[config.mk]
export PLATFORM = sky130hd
export DESIGN_NAME = stopwatch_lap_flat
export DESIGN_NICKNAME = d
export VERILOG_FILES = /design/src/rtl/stopwatch_lap_pkg.sv /design/src/rtl/stopwatch_lap_if.sv /design/src/rtl/stopwatch_lap_bcd_time_counter.sv /design/src/rtl/stopwatch_lap.sv /design/src/flat_wrapper.sv
export SDC_FILE = /design/constraint.sdc
export NUM_CORES = 1
export LEC_CHECK = 0
export CAP_MARGIN = 5
export CORE_MARGIN = 2
export CORE_UTILIZATION = 60
export DETAILED_ROUTE_END_ITERATION = 12
export DONT_BUFFER_PORTS = 1
export GPL_TIMING_DRIVEN = 0
export PLACE_DENSITY = 0.73
export REMOVE_ABC_BUFFERS = 1
export SLEW_MARGIN = 40
export SYNTH_ARGS = -nofsm -noshare
export SYNTH_HDL_FRONTEND = slang
export SYNTH_SLANG_ARGS = --single-unit
export TNS_END_PERCENT = 5
[constraint.sdc]
create_clock -name clk -period 6.5 [get_ports clk]
set_input_delay 1.3 -clock clk [delete_from_list [all_inputs] [get_ports clk]]
set_output_delay 1.3 -clock clk [all_outputs]
set_load 0.02 [all_outputs]
[src/rtl/stopwatch_lap_pkg.sv]
// Shared types and constants for the stopwatch with lap capture.
// Holds the run/pause FSM state encoding, the BCD digit and mm:ss.cc
// time record types, digit limits and the all-zero time constant.
package stopwatch_pkg;

  typedef enum logic [1:0] {
    IDLE  = 2'd0,
    RUN   = 2'd1,
    PAUSE = 2'd2
  } sw_state_t;

  typedef logic [3:0] bcd_t;

  // Field order puts m1 in the most significant nibble of the 24-bit word.
  typedef struct packed {
    bcd_t m1;
    bcd_t m0;
    bcd_t s1;
    bcd_t s0;
    bcd_t c1;
    bcd_t c0;
  } time_t;

  localparam bcd_t  DIGIT_MAX9 = 4'd9;
  localparam bcd_t  DIGIT_MAX5 = 4'd5;
  localparam time_t ZERO_TIME  = '0;

  // Advance one digit, wrapping to zero at its limit. The >= guards
  // against ever carrying an out-of-range value forward.
  function automatic bcd_t bcd_inc(input bcd_t d, input bcd_t lim);
    return (d >= lim) ? 4'd0 : d + 4'd1;
  endfunction

endpackage

[src/rtl/stopwatch_lap_if.sv]
// Control/status bundle of the stopwatch.
// master: drives the start/stop/clear/lap/lap_rd pulses, observes the time,
//         lap FIFO head, lap_valid, lap_count, lap_ovf, rollover, running.
// slave : the stopwatch itself (opposite directions).
interface stopwatch_lap_if #(
  parameter int NUM_LAPS = 4
);
  import stopwatch_pkg::*;

  logic                      start;
  logic                      stop;
  logic                      clear;
  logic                      lap;
  logic                      lap_rd;
  time_t                     time_bcd;
  time_t                     lap_bcd;
  logic                      lap_valid;
  logic [$clog2(NUM_LAPS):0] lap_count;
  logic                      lap_ovf;
  logic                      rollover;
  logic                      running;

  modport master (
    output start, stop, clear, lap, lap_rd,
    input  time_bcd, lap_bcd, lap_valid, lap_count, lap_ovf, rollover, running
  );

  modport slave (
    input  start, stop, clear, lap, lap_rd,
    output time_bcd, lap_bcd, lap_valid, lap_count, lap_ovf, rollover, running
  );

endinterface

[src/rtl/stopwatch_lap_bcd_time_counter.sv]
// BCD mm:ss.cc counter advanced by one centisecond per tick.
// Ports: clk, reset (sync, active-high), clr (sync zero), tick (advance),
//        time_bcd (registered digits), rollover (one-cycle pulse on the
//        59:59.99 -> 00:00.00 wrap).
module bcd_time_counter
  import stopwatch_pkg::*;
(
  input  logic  clk,
  input  logic  reset,
  input  logic  clr,
  input  logic  tick,
  output time_t time_bcd,
  output logic  rollover
);

  time_t time_q;
  time_t time_d;
  logic  carry_c1;
  logic  carry_s0;
  logic  carry_s1;
  logic  carry_m0;
  logic  carry_m1;
  logic  wrap;

  // Ripple carry: each digit advances only when every lower digit is at
  // its limit on a tick cycle.
  always_comb begin
    carry_c1 = tick     && (time_q.c0 == DIGIT_MAX9);
    carry_s0 = carry_c1 && (time_q.c1 == DIGIT_MAX9);
    carry_s1 = carry_s0 && (time_q.s0 == DIGIT_MAX9);
    carry_m0 = carry_s1 && (time_q.s1 == DIGIT_MAX5);
    carry_m1 = carry_m0 && (time_q.m0 == DIGIT_MAX9);
    wrap     = carry_m1 && (time_q.m1 == DIGIT_MAX5);

    time_d = time_q;
    if (tick)     time_d.c0 = bcd_inc(time_q.c0, DIGIT_MAX9);
    if (carry_c1) time_d.c1 = bcd_inc(time_q.c1, DIGIT_MAX9);
    if (carry_s0) time_d.s0 = bcd_inc(time_q.s0, DIGIT_MAX9);
    if (carry_s1) time_d.s1 = bcd_inc(time_q.s1, DIGIT_MAX5);
    if (carry_m0) time_d.m0 = bcd_inc(time_q.m0, DIGIT_MAX9);
    if (carry_m1) time_d.m1 = bcd_inc(time_q.m1, DIGIT_MAX5);
  end

  always_ff @(posedge clk) begin
    if (reset || clr) begin
      time_q   <= ZERO_TIME;
      rollover <= 1'b0;
    end else begin
      time_q   <= time_d;
      rollover <= wrap;
    end
  end

  assign time_bcd = time_q;

endmodule

[src/rtl/stopwatch_lap.sv]
// Stopwatch with run/pause/clear control, prescaled BCD time and a lap FIFO.
// Ports: clk, reset (sync, active-high), sw (stopwatch_lap_if.slave) carrying
//        the control pulses and all registered status/time outputs.
// Parameters: TICK_DIV clk cycles per centisecond, NUM_LAPS FIFO depth
//        (power of two), CNT_W prescaler width.
module stopwatch_lap
  import stopwatch_pkg::*;
#(
  parameter int TICK_DIV = 500000,
  parameter int NUM_LAPS = 4,
  parameter int CNT_W    = 19
) (
  input  logic             clk,
  input  logic             reset,
  stopwatch_lap_if.slave   sw
);

  localparam int PTR_W  = $clog2(NUM_LAPS);
  localparam int LCNT_W = PTR_W + 1;

  sw_state_t          state;
  sw_state_t          next_state;
  logic [CNT_W-1:0]   presc;
  logic               tick;
  logic               clr;
  time_t              cur_time;
  logic               rollover;
  time_t              fifo_mem [NUM_LAPS];
  logic [PTR_W-1:0]   rd_ptr;
  logic [PTR_W-1:0]   wr_ptr;
  logic [LCNT_W-1:0]  count;
  logic               ovf;
  logic               full;
  logic               push_req;
  logic               push;
  logic               pop;

  always_ff @(posedge clk) begin
    if (reset) state <= IDLE;
    else       state <= next_state;
  end

  // clear outranks stop, stop outranks start; each pulse only matters in
  // the states where it has a defined transition.
  always_comb begin
    next_state = state;
    case (state)
      IDLE:    if (sw.start) next_state = RUN;
      RUN:     if (sw.stop)  next_state = PAUSE;
      PAUSE: begin
        if (sw.clear)      next_state = IDLE;
        else if (sw.start) next_state = RUN;
      end
      default: next_state = IDLE;
    endcase
  end

  assign clr  = (state == PAUSE) && sw.clear;
  assign tick = (state == RUN) && (presc == CNT_W'(TICK_DIV - 1));

  // Prescaler only moves in RUN, so a pause keeps the partial tick.
  always_ff @(posedge clk) begin
    if (reset || clr)      presc <= '0;
    else if (tick)         presc <= '0;
    else if (state == RUN) presc <= presc + CNT_W'(1);
  end

  bcd_time_counter u_time (
    .clk      (clk),
    .reset    (reset),
    .clr      (clr),
    .tick     (tick),
    .time_bcd (cur_time),
    .rollover (rollover)
  );

  // A pop in the same cycle frees the slot, so a full FIFO can still
  // accept a lap; the write then lands in the slot just vacated.
  assign full     = (count == LCNT_W'(NUM_LAPS));
  assign push_req = (state == RUN) && sw.lap;
  assign pop      = sw.lap_rd && (count != '0);
  assign push     = push_req && (!full || pop);

  // Captures the pre-increment time on tick cycles.
  always_ff @(posedge clk) begin
    if (push) fifo_mem[wr_ptr] <= cur_time;
  end

  always_ff @(posedge clk) begin
    if (reset || clr) begin
      rd_ptr <= '0;
      wr_ptr <= '0;
      count  <= '0;
      ovf    <= 1'b0;
    end else begin
      if (push) wr_ptr <= wr_ptr + PTR_W'(1);
      if (pop)  rd_ptr <= rd_ptr + PTR_W'(1);
      if (push && !pop)      count <= count + LCNT_W'(1);
      else if (pop && !push) count <= count - LCNT_W'(1);
      if (push_req && !push) ovf <= 1'b1;
    end
  end

  assign sw.time_bcd  = cur_time;
  assign sw.rollover  = rollover;
  assign sw.running   = (state == RUN);
  assign sw.lap_valid = (count != '0);
  assign sw.lap_bcd   = (count != '0) ? fifo_mem[rd_ptr] : ZERO_TIME;
  assign sw.lap_count = count;
  assign sw.lap_ovf   = ovf;

endmodule

[src/flat_wrapper.sv]
// flat-port wrapper written by rule: the top's interface ports become plain ports
module stopwatch_lap_flat import stopwatch_pkg::*;
#(
  parameter int TICK_DIV = 500000,
  parameter int NUM_LAPS = 4,
  parameter int CNT_W    = 19
)
  (clk, reset, sw_start, sw_stop, sw_clear, sw_lap, sw_lap_rd, sw_time_bcd, sw_lap_bcd, sw_lap_valid, sw_lap_count, sw_lap_ovf, sw_rollover, sw_running);
  stopwatch_lap_if #(.NUM_LAPS(NUM_LAPS)) sw_i ();
  input  logic clk;
  input  logic reset;
  input wire logic [$bits(sw_i.start)-1:0] sw_start;
  input wire logic [$bits(sw_i.stop)-1:0] sw_stop;
  input wire logic [$bits(sw_i.clear)-1:0] sw_clear;
  input wire logic [$bits(sw_i.lap)-1:0] sw_lap;
  input wire logic [$bits(sw_i.lap_rd)-1:0] sw_lap_rd;
  output wire logic [$bits(sw_i.time_bcd)-1:0] sw_time_bcd;
  output wire logic [$bits(sw_i.lap_bcd)-1:0] sw_lap_bcd;
  output wire logic [$bits(sw_i.lap_valid)-1:0] sw_lap_valid;
  output wire logic [$bits(sw_i.lap_count)-1:0] sw_lap_count;
  output wire logic [$bits(sw_i.lap_ovf)-1:0] sw_lap_ovf;
  output wire logic [$bits(sw_i.rollover)-1:0] sw_rollover;
  output wire logic [$bits(sw_i.running)-1:0] sw_running;
  assign sw_i.start = sw_start;
  assign sw_i.stop = sw_stop;
  assign sw_i.clear = sw_clear;
  assign sw_i.lap = sw_lap;
  assign sw_i.lap_rd = sw_lap_rd;
  assign sw_time_bcd = sw_i.time_bcd;
  assign sw_lap_bcd = sw_i.lap_bcd;
  assign sw_lap_valid = sw_i.lap_valid;
  assign sw_lap_count = sw_i.lap_count;
  assign sw_lap_ovf = sw_i.lap_ovf;
  assign sw_rollover = sw_i.rollover;
  assign sw_running = sw_i.running;
  stopwatch_lap #(.TICK_DIV(TICK_DIV), .NUM_LAPS(NUM_LAPS), .CNT_W(CNT_W)) u_core (.clk(clk), .reset(reset), .sw(sw_i));
endmodule
* Yosys cells after proc, flatten, opt, wreduce, memory -nomap -nowiden
Memory sizes are Yosys's and may differ from the RTL's. A register that Yosys moved wholly into a read port is not among the register bits.
Index checks and enable logic that the tools add are counted.
** Cells by class
- Add/subtract/negate cells :: 11
- Magnitude comparators :: 6
- Equality and inequality tests :: 11
- Multiplexer cells :: 17
- Reduce and logical (&&, ||, !) cells :: 23
** Operators with widths (number)
- 4-bit by 1-bit adder with 4-bit output, second input constant :: 6
- 24-bit 2-to-1 mux :: 1
- 4-bit 2-to-1 mux :: 6
- 19-bit by 1-bit adder with 19-bit output, second input constant :: 1
- 19-bit == test, second input constant :: 1
- 4-bit == test, second input constant :: 4
- 4-bit >= comparator, second input constant :: 4
- 1-bit logical AND :: 14
- 2-bit 2-to-1 mux :: 5
- 4-bit by 3-bit == test with 1-bit output, second input constant :: 2
- 4-bit by 3-bit >= comparator with 1-bit output, second input constant :: 2
- 3-bit 2-to-1 mux :: 2
- 2-bit one-hot mux with 3 select lines :: 1
- 2-bit by 1-bit adder with 2-bit output, second input constant :: 2
- 3-bit by 1-bit adder with 3-bit output, second input constant :: 1
- 3-bit == test, second input constant :: 1
- 1-bit zero test :: 3
- 3-bit nonzero test :: 1
- 3-bit by 1-bit subtractor with 3-bit output, second input constant :: 1
- 2-bit by 1-bit == test with 1-bit output, second input constant :: 1
- 2-bit == test, second input constant :: 1
- 2-bit zero test :: 1
- 1-bit logical OR :: 2
- 1-bit 2-to-1 mux :: 2
- 3 further kinds :: 3
** Word-level totals
- Flip-flop bits (word level) :: 54
- Bits in writable memories :: 96
- Input bits :: 7
- Memories kept :: 1
** Memories
- u_core.fifo_mem :: words 4, bits a word 24, read ports 1, clocked after memory_dff 1, wr ports 1, RTL line stopwatch_lap.sv:28 : time_t fifo_mem [NUM_LAPS];

* Logic depth before layout (Yosys ltp)
- Depth after elaboration :: 8
- Gate-level depth with buffers :: 11
- Mapped depth without buffers :: 9

* Hierarchy
A second synthesis with hierarchy kept.
** Unflattened totals
- Cell total of the unflattened synthesis :: 489
- Area, all modules :: 6530.0 µm²
** By module, submodules not included
- stopwatch_lap :: instances 1, cells each 322, area each 5087.4 µm²
- bcd_time_counter :: instances 1, cells each 167, area each 1442.6 µm²

* Worst setup path after synthesis
OpenSTA, ideal clock, no wires.
- Path type :: reg-to-output
- From :: register with a tool-made name
- To :: output sw_lap_bcd[10]
- Arrival time :: 1.913 ns
- Data required time :: 5.200 ns
- Path slack :: 3.287 ns
- Cell stages (with the launch flop) :: 5
- Buffers on the path :: 2
- Cell sequence :: dfxtp_1 clkbuf_1 buf_1 mux4_2 and2_1
** RTL lines
- end, declared :: RTL line flat_wrapper.sv:18 : output wire logic [$bits(sw_i.lap_bcd)-1:0] sw_lap_bcd;

* Worst setup path in the final report
- From :: register u_core.count[0] (netlist: u_core.sw.lap_count[0])
- To :: output sw_lap_bcd[5]
** Between the ends
- Longest elaborated chain between the ends :: 2
** RTL lines
- start, declared :: RTL line stopwatch_lap.sv:31 : logic [LCNT_W-1:0] count;
- start signal, assigned :: RTL line stopwatch_lap.sv:98 : if (push && !pop) count <= count + LCNT_W'(1);
- start signal, assigned :: RTL line stopwatch_lap.sv:99 : else if (pop && !push) count <= count - LCNT_W'(1);
- 3-bit nonzero test
- via sw_lap_valid :: RTL line flat_wrapper.sv:19 : output wire logic [$bits(sw_i.lap_valid)-1:0] sw_lap_valid;
- 24-bit 2-to-1 mux :: RTL line stopwatch_lap.sv:108 : assign sw.lap_bcd = (count != '0) ? fifo_mem[rd_ptr] : ZERO_TIME;
The timed path passes the listed nets, and every way through them passes these cells.

==> results.toml <==
[final_layout]
area_growth_pct = 11.69
antennaDiodeCount = 0
drive_above_1_share_pct = 14.12
final_cells = 650
fin_nets = 529

[yosys]
yosys_warnings = 0
ys.flop_type = "edfxtp_1"
ys_types = 46
synth_area_um2 = 6539
ys_ff_latch = 152
syn_inst = 494
ys_async_sr_fraction_pct = 0
synth_edf_count = 96
seq_area_frac_synth_pct = 61.23
syn_avg_cell_area_um2 = 13.24

[job]
max-cap-violations = 0

[clocking]
clock_path_buffers = 2
clock_sinks = 152
cts_buffers = 17
cts_tree = "built"
cts_resized = 0
clockRootBuffer = "clkbuf_8"
path_clk_slew_ns = 0.06
htree_levels = 4
ctsHoldBuffers = 0
postCtsSetupBuffers = 0
clock_latency_ns = 0.51

[placement]
dp.cells = 618
dp_slack_ns = 3.335
portBuffers = 0
dp_hpwl_um = 7480
gp_congestion = 0.8242

[worst_setup_path]
required_ns = 5.20
arrival_ns = 2.09
worstSetupPathType = "reg2out"
critPathSlowestCell = "or3_2"
cpPeakStageDelay_ns = 0.80
startpoint_type = "register"
end_kind = "output port"
cp_max_fo = 27
r2r_setup_slack_ns = 3.37
cp_cell_sequence = "or3_2 > and2_1"

[timing]
tightestPinTransition_ns = 0.8384
clock_skew_ns = 0.009796
setup-violations-final = 0
relSlewSlack_pct = 43.99
maxSlewViolCount = 0
setup_tns_ns = 0
max_freq_mhz = 294.9
period_needed_ns = 3.390
hold_viol_final = 0
setup_ws_ns = 3.110
rsz0062_at_grt = "no"
fin_crit_sh_pct = 52.16

[run_status]
status = "completed"

[power_and_ir_drop]
powerDensity_nw_per_um2 = 340.7
leakage_nw = 2.424
ir_worst_vdd_v = 0.0002285

[floorplan]
initial_core_util_pct = 60.85
die_width_um = 108.4
die_h_um = 108.4
io_pins = 62
coreArea_um2 = 10750
rows = 38
die_area_um2 = 11750

[global_route]
grt_util_all_layers_pct = 22.51
grt.overflow.total = 0
grt_pass1_vias = 3885
grt_pass1_wl_um = 19530
grt_max_degree = 28
grt_antenna_before_repair = 0

[detailed_routing]
wl_per_cell_um = 18.63
drc = 0
detail_route.wirelength_um = 12110
dr.pass1.iters = 6
via_count = 3887
postRouteAntennaNets = 0
viasPerCell = 5.980
first_iter_violations = 251

[min_path]
hp-class = "reg2reg"
-- path summary, 6_finish.rpt --
kind | cells past startpoint | from | to
max | 2 | u_core.sw.lap_count[0] | sw_lap_bcd[5]
min reg2reg | 2 | u_core.presc[17] | u_core.presc[17]
min | 2 | u_core.presc[17] | u_core.presc[17]
max reg2reg | 9 | u_core.state[0] | u_core.sw.lap_count[2]
-- placed cells by master, fill, tap and decap left out, types with 4 or more instances in the layout --
cell type,n
nor3_1,9
nand4_1,9
and2_2,4
mux2i_1,6
nor2_1,52
inv_1,24
mux4_2,24
a31oi_1,4
and2_1,24
edfxtp_1,96
xor2_1,9
nand2_1,29
or4b_1,4
clkbuf_16,16
nand3b_1,5
o21ai_0,14
xnor2_1,14
dfxtp_1,54
nand2b_1,4
ha_1,24
nand3_1,17
bufinv_16,5
a21oi_1,9
-- power by group --
| group | total, W | switching [W] | internal [W] |
|---|---|---|---|
| registers | 0.00112 | 0.0000657 | 0.00105 |
| logic | 0.000341 | 0.000217 | 0.000124 |
| clock network | 0.00103 | 0.000352 | 0.000678 |
-- through the flow --
stage          util [%]  instance area, um^2  total power, W  hold WS (ns)
2_1_floorplan         -                 6477        0.001412        0.4797
3_3_place_gp      61.91                 6653        0.001478        0.4975
3_5_place_dp      62.13                 6676        0.001488        0.5150
4_1_cts           67.96                 7302        0.002520        0.5315
5_1_grt           67.97                 7303        0.002586        0.5594
6_report          67.97                 7303        0.002488        0.5273
-- logic make-up after synthesis --
logic type	share of synthesized area, %
simple gates	14.93
mux	9.702
xor+xnor	3.081
flops	61.23
buf+inv	2.315
compound gates	3.846
fa+ha+maj	4.899
-- metal layers --
layer / vias to the layer above / wire length [um] / global-route usage (%)
li1: 1812 / - / -
met1: 1946 / 5060 / 27.64
met2: 124 / 6250 / 37.47
met3: 5 / 740 / 7.776
met4: 0 / 56 / 7.509
met5: - / 0 / 0
-- area by class of cell --
class / instances / area, um^2
flip-flops and latches: 152 / 4009
clock buffers: 22 / 452.9
well taps: 140 / 175.2
inverters: 24 / 90.09
clock inverters: 10 / 172.7
multi-input cells: 302 / 2404
fillers: 763 / 3442
-- cells in the mapped netlist, types with 4 or more instances --
library cell | count | area share [%]
a21oi_1 | 10 | 0.77
a31oi_1 | 4 | 0.38
and2_1 | 28 | 2.7
buf_1 | 4 | 0.23
clkbuf_1 | 11 | 0.63
dfxtp_1 | 56 | 17
edfxtp_1 | 96 | 44
ha_1 | 24 | 4.6
inv_1 | 24 | 1.4
mux2i_1 | 6 | 0.92
mux4_2 | 24 | 8.3
nand2_1 | 29 | 1.7
nand2b_1 | 4 | 0.38
nand3_1 | 17 | 1.3
nand3b_1 | 5 | 0.57
nand4_1 | 9 | 0.86
nor2_1 | 52 | 3.0
nor3_1 | 9 | 0.69
o21ai_0 | 14 | 1.1
or3_1 | 4 | 0.38
or4b_1 | 4 | 0.61
xnor2_1 | 14 | 1.9
xor2_1 | 9 | 1.2
-- state kept, by name (all words and copies together) (netlist names), named ones only --
name	flops
u_core.wr_ptr	2
u_core.fifo_mem	96
u_core.sw.lap_count	3
u_core.rd_ptr	2
u_core.state	2
u_core.presc	19
u_core.u_time.time_bcd	24
u_core.sw.lap_ovf	1
u_core.u_time.rollover	1
-- worst max-delay path: cells and delay by family (launching register included) --
kind             cells  cell delay, ns
AND/OR/NAND/NOR      2            1.15
flip-flops           1            0.42
(Power assumes the default switching activity.)
